File: config.mk
export PLATFORM = sky130hd
export DESIGN_NAME = pipe_skid_stage
export DESIGN_NICKNAME = d
export VERILOG_FILES = /design/src/rtl/pipe_pkg.sv /design/src/rtl/pipe_sat_counter.sv /design/src/rtl/pipe_skid_stage.sv
export SDC_FILE = /design/constraint.sdc
export NUM_CORES = 1
export LEC_CHECK = 0
export CORE_UTILIZATION = 50
export DETAILED_ROUTE_END_ITERATION = 10
export PLACE_DENSITY = 0.9
export SETUP_SLACK_MARGIN = 0.15
export SLEW_MARGIN = 20
export SYNTH_ARGS = -nofsm -noshare
export SYNTH_HDL_FRONTEND = slang
export SYNTH_SLANG_ARGS = --single-unit
File: constraint.sdc
create_clock -name clk -period 2.7 [get_ports clk]
set_input_delay 0.675 -clock clk [delete_from_list [all_inputs] [get_ports clk]]
set_output_delay 0.675 -clock clk [all_outputs]
set_load 0.02 [all_outputs]
File: src/rtl/pipe_pkg.sv
// Shared types and helpers for the valid/ready pipeline stage registers.
// Stage payload structs are packed so callers can size DATA_W with $bits().
package pipe_pkg;

  typedef enum logic [1:0] {
    PS_EMPTY = 2'd0,
    PS_ONE   = 2'd1,
    PS_TWO   = 2'd2
  } pipe_state_e;

  localparam int unsigned OCC_W = 2;

  typedef struct packed {
    logic [31:0] pc;
    logic [31:0] instr;
  } if_id_pkt_t;

  typedef struct packed {
    logic [31:0] alu_y;
    logic [31:0] store_data;
    logic [4:0]  rd;
    logic        regWrite;
    logic        memRead;
    logic        memWrite;
  } ex_mem_pkt_t;

  typedef struct packed {
    logic [31:0] mem_data;
    logic [31:0] alu_y;
    logic [4:0]  rd;
    logic        regWrite;
    logic        memRead;
  } mem_wb_pkt_t;

  // Number of payloads held in a given state.
  function automatic logic [OCC_W-1:0] occ_of(input pipe_state_e s);
    logic [OCC_W-1:0] occ;
    case (s)
      PS_EMPTY: occ = 2'd0;
      PS_ONE:   occ = 2'd1;
      PS_TWO:   occ = 2'd2;
      default:  occ = 2'd0;
    endcase
    return occ;
  endfunction

endpackage

File: src/rtl/pipe_sat_counter.sv
// Saturating up-counter with synchronous clear; clear wins over increment.
module pipe_sat_counter
  import pipe_pkg::*;
#(
  parameter int unsigned W = 16
) (
  input  logic         clk,
  input  logic         rst_n,
  input  logic         inc,
  input  logic         clr,
  output logic [W-1:0] cnt
);

  localparam logic [W-1:0] CNT_MAX = {W{1'b1}};

  logic [W-1:0] cnt_r;
  logic [W-1:0] cnt_next_s;

  // Next count: clear, saturating increment, or hold.
  always_comb begin
    cnt_next_s = cnt_r;
    if (clr) begin
      cnt_next_s = {W{1'b0}};
    end else if (inc && (cnt_r != CNT_MAX)) begin
      cnt_next_s = cnt_r + W'(1'b1);
    end else begin
      cnt_next_s = cnt_r;
    end
  end

  // Count register.
  always_ff @(posedge clk or negedge rst_n) begin
    if (!rst_n) begin
      cnt_r <= {W{1'b0}};
    end else begin
      cnt_r <= cnt_next_s;
    end
  end

  assign cnt = cnt_r;

endmodule

File: src/rtl/pipe_skid_stage.sv
// Two-entry skid pipeline register with flush and a stall-cycle counter.
// in_ready/out_valid/occupancy are registered decodes of the next state.
module pipe_skid_stage
  import pipe_pkg::*;
#(
  parameter int unsigned        DATA_W     = 32,
  parameter int unsigned        CNT_W      = 16,
  parameter logic [DATA_W-1:0]  RESET_DATA = {DATA_W{1'b0}}
) (
  input  logic              clk,
  input  logic              rst_n,
  input  logic              in_valid,
  input  logic [DATA_W-1:0] in_data,
  output logic              in_ready,
  output logic              out_valid,
  output logic [DATA_W-1:0] out_data,
  input  logic              out_ready,
  input  logic              flush,
  input  logic              cnt_clr,
  output logic [CNT_W-1:0]  stall_cnt,
  output logic [1:0]        occupancy
);

  pipe_state_e       state_r;
  pipe_state_e       state_next_s;
  logic [DATA_W-1:0] main_r;
  logic [DATA_W-1:0] skid_r;
  logic              in_ready_r;
  logic              out_valid_r;
  logic [1:0]        occupancy_r;

  logic              in_fire_s;
  logic              out_fire_s;
  logic              load_main_in_s;
  logic              load_main_skid_s;
  logic              load_skid_s;
  logic              stall_s;

  assign in_fire_s  = in_valid & in_ready_r;
  assign out_fire_s = out_valid_r & out_ready;
  assign stall_s    = out_valid_r & ~out_ready;

  // Next-state and payload-load decode; flush overrides every handshake.
  always_comb begin
    state_next_s     = state_r;
    load_main_in_s   = 1'b0;
    load_main_skid_s = 1'b0;
    load_skid_s      = 1'b0;
    if (flush) begin
      state_next_s = PS_EMPTY;
    end else begin
      case (state_r)
        PS_EMPTY: begin
          if (in_fire_s) begin
            state_next_s   = PS_ONE;
            load_main_in_s = 1'b1;
          end else begin
            state_next_s = PS_EMPTY;
          end
        end
        PS_ONE: begin
          if (in_fire_s && out_fire_s) begin
            state_next_s   = PS_ONE;
            load_main_in_s = 1'b1;
          end else if (in_fire_s) begin
            state_next_s = PS_TWO;
            load_skid_s  = 1'b1;
          end else if (out_fire_s) begin
            state_next_s = PS_EMPTY;
          end else begin
            state_next_s = PS_ONE;
          end
        end
        PS_TWO: begin
          if (out_fire_s) begin
            state_next_s     = PS_ONE;
            load_main_skid_s = 1'b1;
          end else begin
            state_next_s = PS_TWO;
          end
        end
        default: begin
          state_next_s = PS_EMPTY;
        end
      endcase
    end
  end

  // State plus registered handshake outputs decoded from the next state.
  always_ff @(posedge clk or negedge rst_n) begin
    if (!rst_n) begin
      state_r     <= PS_EMPTY;
      in_ready_r  <= 1'b1;
      out_valid_r <= 1'b0;
      occupancy_r <= 2'd0;
    end else begin
      state_r     <= state_next_s;
      in_ready_r  <= (state_next_s != PS_TWO);
      out_valid_r <= (state_next_s != PS_EMPTY);
      occupancy_r <= occ_of(state_next_s);
    end
  end

  // Payload registers; flush only clears validity, contents are kept.
  always_ff @(posedge clk or negedge rst_n) begin
    if (!rst_n) begin
      main_r <= RESET_DATA;
      skid_r <= RESET_DATA;
    end else begin
      if (load_main_in_s) begin
        main_r <= in_data;
      end else if (load_main_skid_s) begin
        main_r <= skid_r;
      end else begin
        main_r <= main_r;
      end
      if (load_skid_s) begin
        skid_r <= in_data;
      end else begin
        skid_r <= skid_r;
      end
    end
  end

  pipe_sat_counter #(
    .W (CNT_W)
  ) u_stall_cnt (
    .clk   (clk),
    .rst_n (rst_n),
    .inc   (stall_s),
    .clr   (cnt_clr),
    .cnt   (stall_cnt)
  );

  assign in_ready  = in_ready_r;
  assign out_valid = out_valid_r;
  assign out_data  = main_r;
  assign occupancy = occupancy_r;

endmodule

==> results of run 1 <==
-- cells in the mapped netlist (2+ instances only) --
cell      count  share of area
clkbuf_1     10         0.0095
nor2_1       14          0.013
and2_1        2         0.0032
inv_1         2         0.0019
o21ai_0      32          0.040
or4_1         2         0.0038
nor3_1        4         0.0050
ha_1          3         0.0095
nand2_1      42          0.040
nand3_1       8          0.010
nand4_1       4         0.0063
mux2i_1      33          0.083
nand3b_1      2         0.0038
a211oi_1      3         0.0057
buf_2         8          0.010
mux2_1        7          0.020
dfrtp_1      85           0.54
a21oi_1      11          0.014
and3_1        2         0.0032
nand2b_1      4         0.0063
nor2b_1      12          0.019
mux2_2       36           0.10
a31oi_1       2         0.0032
-- worst min-delay path by stage --
| stage | endpoint | slack, ns | cells past startpoint |
|---|---|---|---|
| floorplan | occupancy[0] | 0.38 | 0 |
| finish | u_stall_cnt.cnt[15] | 0.39 | 1 |
| CTS | u_stall_cnt.cnt[15] | 0.42 | 1 |
| global placement | skid_r[30] | 0.49 | 1 |
| detailed placement | skid_r[2] | 0.49 | 1 |
| global route | u_stall_cnt.cnt[14] | 0.44 | 1 |
-- metrics by stage --
step	utilization	hold slack, ns	setup WS [ns]
after floorplan	-	0.379	0.594
after global placement	0.655	0.489	0.244
after detailed placement	0.655	0.494	0.198
after CTS	0.685	0.418	0.475
after global routing	0.685	0.444	0.424
final	0.685	0.389	0.498
-- power groups by stage --
stage	combinational, mW	clock, mW	sequential [mW]
floorplan	0.385	0	1.98
global placement	0.965	0	1.85
detailed placement	1.01	0	1.86
CTS	1.01	1.04	1.84
global route	1.08	1.09	1.88
finish	1.00	1.02	1.84
-- metal layers --
metal / global-route usage / wire (um)
met5: 0 / 0
met1: 0.250 / 3480
met2: 0.351 / 4000
met3: 0.0544 / 458
met4: 0.0886 / 199
-- flip-flops by register name, indices dropped and copies added, names as in the netlist --
name / cells
in_ready: 1
state_r: 2
out_data: 32
skid_r: 32
occupancy: 2
u_stall_cnt.cnt: 16
out_valid: 1
-- final cells by class --
type,instances,area share
clock buffers,10,0.0261
clock inverters,6,0.0176
inverters,2,0.00143
multi-input cells,238,0.332
flip-flops and latches,86,0.409
well taps,102,0.0242
repair buffers,99,0.190
-- cell families after synthesis --
logic type      Yosys count  share of synthesized area
simple gates            105                      0.140
flops                    86                      0.543
mux                      76                      0.205
compound gates           54                     0.0814
buf+inv                  20                     0.0214
fa+ha+maj                 3                    0.00946
==> metrics, run 1 <==
die area 8300 um^2; residual DRC count 0; die width 91.1 um; antenna-violating nets left 0; register area share after synthesis 0.543; CTS tree yes; fmax 0.454 GHz; Internal Power 2.74 mW; std cell rows 32; Req. time, crit path 2.03 ns; Synth async-reset ratio 1.00; area of the multi-input gates 1750 um^2; slowest CP cell clkdlybuf4s50_1; relative slew slack 0.472; Crit path buffers/inverters 1; setup_tns 0 ns; vias in the first global route 2952; Placed Instance Area 5040 um^2; CTS max path bufs 2; Setup crit end kind primary output; sw power 1.12 mW; Post-Syn Area 3970 um^2; IO Port Bufs 89; Core ar. 7690 um^2; delay-heaviest family, CP buffers and inverters; Clock Skews 0.0110 ns; synthesized instance count 344; Setup crit start in_ready; RSZ-0062 raised after global routing false; Max IR drop VDD 0.411 mV; fin. max-slew vios 0; Post-synth EDFFs 0; first-pass GRT wire length 13.6 mm; CTS sink cnt 86; R2R Setup Slk 0.69 ns; Syn-to-layout area delta 32.7%; grt ovf 0; Via Count 2955; Filler cells 584; initial antenna violation count 0; CP Launch Type register; H-tree Lvls 3; Pleak 2.42 nW; Nets 477; Max Cap Violations 0; pwr dens 733 nW/um^2; Worst Max-Slew Pin Slew 0.793 ns; final setup vio count 0; clock share of power 0.264; pin count of the biggest net entering global routing 65; cts hold-fix bufs 0; placed insts 527; critical path fanouts, max 4; total power draw 3.86 mW; fin crit share 0.815; WS Path Type reg2out; IO Pins 90; Non-Filler Instances 543; Netlist cell types 39; total routed wirelength 8.13 mm; ANT cells 0; Starting Density 0.516; crit-path cells clkdlybuf4s50_1; share of cells above drive strength 1 0.163; Yosys warnings 0; Reg area 2150 um^2; Comb power frac 0.260; CP Data Arrival Time 1.53 ns; gpl congestion 0.798; leading cell type in the layout, fill and taps excluded clkdlybuf4s50_1; status complete, no violations; setup bufs post-CTS 0; min cycle time layout 2.20 ns; first-pass detailed-route iteration total 5; Reg clk slew, reported paths 0.09 ns; FF-to-FF path depth 5; Clock Tree Root clkbuf_8; Iteration-0 DRC Markers 108; drt via density 5.44; design area 5270 um^2; most frequent cells in the layout clkdlybuf4s50_1 (88), dfrtp_1 (85), nand2_1 (42); switch share 0.290; WL per Instance 15.0 um; RR Endpoint u_stall_cnt.cnt[3]; ys flop type dfrtp_1; Die Height 91.1 um; sequential power share 0.477; DP Wirelength 5.42 mm; worst hold path type in2async; reg2reg start u_stall_cnt.cnt[0]; syn nets 385; number of synthesized register bits 86; Max stage delay on crit path 0.63 ns; Worst-Skew Late Latency 0.35 ns; CTS buffer count 9; Hold Fails Final Rpt 0; GRT Total Usage 0.207; Avg Cell Area, Syn 11.5 um^2; capture point of the worst path in_ready; Resize count post-CTS 0; instance count on the critical path 1
Note: power is estimated with default switching activity, not from simulation.
==> inputs of run 2 (changes only) <==
clock period = 2.2 ns   (was 2.7 ns; I/O delays follow)
==> metrics, run 2 (same netlist as run 1, synthesis figures left out) <==
drt via density 5.52; critical path fanouts, max 12; Reg area 2150 um^2; H-tree Lvls 3; Place WS -0.226 ns; Via Count 3052; WL per Instance 16.1 um; Hold Fails Final Rpt 0; pwr dens 855 nW/um^2; CTS buffer count 9; Max Cap Violations 0; Setup crit end kind register; most used cell, CP nand2_1; worst hold path type in2async; CTS tree yes; status complete, no violations; Clock Skews 0.00578 ns; Req. time, crit path 2.46 ns; Syn-to-layout area delta 35.3%; initial antenna violation count 0; area of the multi-input gates 1750 um^2; CP Launch Type input port; slowest CP cell clkdlybuf4s50_1; sw power 1.42 mW; total routed wirelength 8.90 mm; std cell rows 32; fin. max-slew vios 0; Worst Max-Slew Pin Slew 0.423 ns; DP Wirelength 5.84 mm; fin crit share 0.919; gpl congestion 0.825; die area 8300 um^2; reg2reg start in_ready; switch share 0.309; Worst-Skew Late Latency 0.35 ns; Die Height 91.1 um; fmax 0.495 GHz; Starting Density 0.516; IO Pins 90; Clock Tree Root clkbuf_8; sequential power share 0.495; clock share of power 0.226; share of cells above drive strength 1 0.182; most frequent cells in the layout dfrtp_1 (85), clkdlybuf4s50_1 (79), nand2_1 (42); leading cell type in the layout, fill and taps excluded dfrtp_1; pin count of the biggest net entering global routing 55; ANT cells 0; Internal Power 3.17 mW; residual DRC count 0; RR Endpoint out_data[13]; Max stage delay on crit path 0.51 ns; Setup crit start out_ready; IO Port Bufs 89; final setup vio count 0; Filler cells 598; GRT Total Usage 0.216; relative slew slack 0.711; design area 5370 um^2; Core ar. 7690 um^2; Reg clk slew, reported paths 0.08 ns; Max IR drop VDD 0.578 mV; vias in the first global route 2946; R2R Setup Slk 0.31 ns; setup_tns 0 ns; CP Data Arrival Time 2.28 ns; FF-to-FF path depth 9; CTS sink cnt 86; first-pass GRT wire length 14.0 mm; first-pass detailed-route iteration total 4; grt ovf 0; antenna-violating nets left 0; crit-path cells clkdlybuf4s50_1 > nand2_1 > inv_1 > ha_1 > nand2_1 > a211oi_4 > buf_6 > clkbuf_16 > nand2_1 > o21ai_0; setup ws final 0.178 ns; WS Path Type in2reg; Placed Instance Area 5090 um^2; Nets 487; min cycle time layout 2.02 ns; Comb power frac 0.279; cts hold-fix bufs 0; Pleak 2.57 nW; Iteration-0 DRC Markers 166; RSZ-0062 raised after global routing true; CTS max path bufs 2; die width 91.1 um
==> run 2: changes by cell type in the layout (fill, tap and decap cells not counted), moves of 2 or more <==
cell | before | now
clkdlybuf4s50_1 | 88 | 79
dlymetal6s2s_1 | 0 | 5
buf_4 | 8 | 12
dlygate4sd2_1 | 0 | 4
buf_6 | 0 | 2
bufinv_16 | 2 | 0
clkbuf_16 | 0 | 2
==> run 2: power by group through the flow <==
stage / Sequential (mW) / Combinational [mW] / Clock [mW]
floorplan: 2.43 / 0.472 / 0
global placement: 2.27 / 1.20 / 0
detailed placement: 2.29 / 1.25 / 0
CTS: 2.26 / 1.26 / 1.06
global route: 2.31 / 1.37 / 1.14
finish: 2.27 / 1.28 / 1.04
==> run 2: cell type report <==
class	count	share of cell area
repair buffers	109	0.214
clock buffers	11	0.0263
multi-input cells	238	0.326
flip-flops and latches	86	0.401
well taps	102	0.0238
clock inverters	5	0.00769
inverters	2	0.00140
==> run 2: repair_timing <==
| item | 4_1_cts | 5_1_grt |
|---|---|---|
| setup buffers | 0 | 1 |
| setup endpoints to repair | 5 | 65 |
| gates resized for setup | 4 | 9 |
| gates cloned | 0 | 3 |
| pin swaps | 0 | 1 |
==> run 2: worst max-delay path: cells and delay by family <==
| family | cells | cell delay [ns] |
|---|---|---|
| compound gates | 2 | 0.34 |
| simple gates | 3 | 0.27 |
| fa+ha+maj | 1 | 0.15 |
| buf+inv | 4 | 0.95 |
==> run 2: worst max path at each step <==
stage                               to  depth (start not counted)  slack (ns)
after global routing      out_data[13]                         10        0.10
after CTS                 out_data[20]                          8        0.14
after global placement      skid_r[17]                          7       -0.11
final                     out_data[13]                         10        0.18
after floorplan              skid_r[0]                          6        0.15
after detailed placement  out_data[20]                          8       -0.23
==> run 2: routing by layer <==
metal / GRT usage / wire, um / up-vias
met3: 0.0477 / 513 / 11
met4: 0.0939 / 127 / 0
met1: 0.284 / 3740 / 1517
met2: 0.347 / 4510 / 106
li1: - / - / 1418
met5: 0 / 0 / -
==> run 2: stage by stage <==
stage	hold slack [ns]	utilization	total power, mW	cells
final	0.175	0.698	4.59	553
after global routing	0.187	0.698	4.83	553
after CTS	0.177	0.686	4.58	549
after detailed placement	0.495	0.663	3.54	533
after global placement	0.489	0.663	3.46	533
after floorplan	0.254	-	2.90	344
